### src/rtl/crypto_pkg.sv
// Shared types and constants for the nibble XOR stream-cipher cell.
package crypto_pkg;
  localparam int KEY_W = 4;
  typedef logic [KEY_W-1:0] nibble_t;
  localparam nibble_t DEFAULT_KEY_C = 4'b0000;
endpackage

### src/rtl/crypto_xor4.sv
// Combinational 4-bit XOR of a data nibble with a key nibble.
module crypto_xor4
  import crypto_pkg::*;
(
  input  nibble_t data_i,
  input  nibble_t key_i,
  output nibble_t res_o
);
  assign res_o = data_i ^ key_i;
endmodule

### src/rtl/crypto_core.sv
// XOR stream-cipher cell: key register plus one registered result stage.
module crypto_core
  import crypto_pkg::*;
#(
  parameter nibble_t DEFAULT_KEY = DEFAULT_KEY_C
) (
  input  logic         clk,
  input  logic         rst_n,
  input  logic         a,
  input  logic         b,
  input  logic         c,
  input  logic         d,
  input  logic         in_valid,
  input  logic [3:0]   key_in,
  input  logic         key_we,
  output logic         y3,
  output logic         y2,
  output logic         y1,
  output logic         y0,
  output logic         out_valid
);
  // Result path reads KEYVAL directly so a forced key shows up in the next capture.
  nibble_t KEYVAL;
  nibble_t data_w;
  nibble_t res_w;
  nibble_t y_q, y_d;
  logic    vld_q, vld_d;

  assign data_w = {a, b, c, d};

  crypto_xor4 u_xor (
    .data_i (data_w),
    .key_i  (KEYVAL),
    .res_o  (res_w)
  );

  always_comb begin
    y_d   = y_q;
    vld_d = in_valid;
    if (in_valid) y_d = res_w;
  end

  // Key load and result capture share the edge, so a same-cycle load is seen one cycle later.
  always_ff @(posedge clk) begin
    if (!rst_n) begin
      KEYVAL <= DEFAULT_KEY;
      y_q    <= '0;
      vld_q  <= 1'b0;
    end else begin
      if (key_we) KEYVAL <= key_in;
      y_q   <= y_d;
      vld_q <= vld_d;
    end
  end

  assign {y3, y2, y1, y0} = y_q;
  assign out_valid        = vld_q;
endmodule

### config.mk
export PLATFORM = sky130hd
export DESIGN_NAME = crypto_core
export DESIGN_NICKNAME = d
export VERILOG_FILES = /design/src/rtl/crypto_pkg.sv /design/src/rtl/crypto_xor4.sv /design/src/rtl/crypto_core.sv
export SDC_FILE = /design/constraint.sdc
export NUM_CORES = 1
export LEC_CHECK = 0
export BUFFER_PORTS_ARGS = -buffer_cell sky130_fd_sc_hd__buf_2
export CORE_AREA = 4 4 41 43
export CTS_BUF_LIST = sky130_fd_sc_hd__clkbuf_16
export CTS_CLUSTER_SIZE = 25
export DETAILED_ROUTE_END_ITERATION = 12
export DIE_AREA = 0 0 45 47
export HOLD_SLACK_MARGIN = 0.1
export PLACE_DENSITY = 0.62
export SETUP_SLACK_MARGIN = 0.2
export SLEW_MARGIN = 20
export SYNTH_ARGS = -nofsm -noshare
export SYNTH_HDL_FRONTEND = slang
export SYNTH_HIERARCHICAL = 1
export SYNTH_SLANG_ARGS = --single-unit
### constraint.sdc
create_clock -name clk -period 1.55 [get_ports clk]
set_clock_uncertainty 0.2 [all_clocks]
set_input_delay 0.465 -clock clk [delete_from_list [all_inputs] [get_ports clk]]
set_output_delay 0.465 -clock clk [all_outputs]
set_load 0.03 [all_outputs]
==> results by group <==
Critical path
  • Worst R2R Setup Slack: 580 ps
  • Setup crit end kind: primary output
  • CP arrival: 680 ps
  • CP max-delay cell: dfxtp_2
  • CP peak stage delay: 330 ps
  • Kind of critical path: reg -> out
  • Worst r2r path cells: 3
  • Startpoint types: register
  • CP required: 880 ps
  • Crit-path cells: buf_6
  • R2R Path Start: KEYVAL[1]
  • Worst R2R End: y_q[1]
  • CP Max Fanout: 2
  • Buf/Inv on CP: 1
  • Crit path max-delay family: flip-flops

Flow run
  • Max Cap Violations: 0

Power
  • Max VDD drop: 1020 uV
  • Pleak: 0.285 nW
  • Pwr dens: 1380 mW/mm2

Drt
  • Drt first-iter violations: 1
  • Vias per cell: 4.15
  • Routed wire length: 645 um
  • Vias: 274
  • ANT nets after route: 0
  • Final routed DRC violation total: 0
  • Drt pass-1 iters: 2
  • Per-cell routed wire length: 9.77 um

Yosys
  • #FFs+latches synth: 9
  • Seq/Total Area, Yosys: 48.5%
  • Synth Net Count: 44
  • Synth Warn #: 6
  • Syn Inst Count: 32
  • Post-synth cell types: 7
  • Post-Syn Area per Cell: 11.6 um2
  • Mapped Area: 372 um2

Place
  • PortBufs: 16
  • Routability cong.: 0.642

Timing
  • Setup TNS: 0 ps
  • RSZ-0062 raised after global routing: yes
  • Crit path time final: 1350 ps
  • Final Cycle Share: 86.9%
  • Slew margin rel.: 91.5%
  • Worst Tran Pin Value: 124 ps
  • Final Max Slew Viols: 0
  • Final hold viol count: 0
  • Max Clk Rate: 0.743 GHz
  • Setup violators final: 0
  • Hold_ws: 298 ps

Global routing
  • Total GRT Usage: 7.77%
  • Global route overflow: 0
  • First-pass GRT wire length: 1120 um
  • Vias in the first global route: 277
  • Largest net degree at the start of global routing: 10
  • Antenna violations before repair: 0

Hold path
  • Worst hold endpoint: KEYVAL[1]
  • Min-Delay Path Class: in -> reg
  • Hold path startpoint: key_in[1]
  • Hold Path Stages: 3

Run status
  • Status: finished, final reports clean

Final layout
  • Post-layout nets: 64
  • Area of the multi-input gates: 173 um2
  • Fill cells: 135
  • Ant diodes: 0
  • Area Growth Syn to Fin: 54.5%
  • Sequential cell area: 185 um2
  • Most frequent cells in the layout: buf_2 (11), mux2i_1 (8), nor2b_1 (8)
  • Commonest non-fill, non-tap cell in the layout: buf_2
  • Ratio of cells with drive above 1 in the final layout: 49.0%

Floorplanning
  • FP Rows: 13
  • Die width: 45 um
  • # IOs: 17
  • Initial Util: 28.6%
  • Full die area: 0.00212 mm2
  • Core ar.: 0.00130 mm2
  • Die Ht: 47 um

CTS
  • Clk slew on worst S/H paths: 40 ps
  • H-tree depth: 1
  • Clock root cell: clkbuf_16
  • CTS tree: yes
  • TritonCTS Buffers: 3
  • Clk Latency, worst-skew pair: 230 ps
  • Longest Clk Path Bufs: 2
  • # clock sinks: 9
-- worst max-delay path by stage --
stage / start / endpoint / slack (ps) / cells after the start
after floorplan: y_q[0] / y0 / 410 / 0
after global placement: in_valid / y_q[3] / 350 / 3
after detailed placement: c / y_q[1] / 340 / 4
after CTS: y_q[2] / y2 / 200 / 1
after global routing: y_q[1] / y1 / 180 / 1
final: y_q[1] / y1 / 200 / 1
-- metrics by stage --
step	instances	setup WS [ps]	utilization (%)	cell area (um2)	power (mW)
floorplan	32	411	-	372	0.318
global placement	61	351	34.7	452	0.343
detailed placement	61	343	34.7	452	0.344
CTS	65	195	43.3	563	0.798
global route	66	182	44.1	574	0.831
finish	66	204	44.1	574	0.792
-- state kept, by name (all words and copies together) (netlist names) --
name       count
KEYVAL         4
out_valid      1
y_q            4
-- Yosys cell counts --
library cell,n,area (um2)
dfxtp_1,9,180
mux2i_1,8,80.1
nor2b_1,8,50.1
xor2_1,4,35.0
and2_2,1,7.51
buf_4,1,7.51
buf_6,1,11.3
-- area by class of cell --
cell class                      instances  share of cell area [%]
Clock inverter                          1                   0.654
Sequential cell                         9                    32.2
Timing Repair Buffer                   17                    20.7
Clock buffer                            3                    13.1
Multi-Input combinational cell         21                    30.1
Tap cell                               15                    3.27
-- power by group --
group          leakage, nW  internal (mW)  switching [mW]
clock               0.0423          0.336          0.0995
combinational        0.166         0.0516          0.0443
sequential          0.0758          0.250          0.0101
total                0.285          0.638           0.154
-- metal layers --
metal  GRT usage (%)  vias to the layer above  routed length [um]
met5               0                        -                   0
met2            11.9                        8                 321
li1                -                      140                   -
met3            4.21                        2                  54
met4            5.26                        0                  10
met1            8.26                      124                 259
-- repair_timing --
item                                   4_1_cts  5_1_grt
setup endpoints to repair                    5        5
setup buffers                                0        1
hold buffers                                 0        0
endpoints found under the hold margin        0        0
gates resized for setup                     13        1
-- kinds of logic (layout without fill, tap and decap cells) --
kind of cell / Yosys count / count (layout) / share of synthesized area [%]
DFF: 9 / 9 / 48.5
xor gates and xnor gates: 4 / 4 / 9.43
muxes: 8 / 8 / 21.5
and+or+nand+nor: 9 / 9 / 15.5
buffers and inverters: 2 / 21 / 5.05
Power figures use the tool's default switching activity.
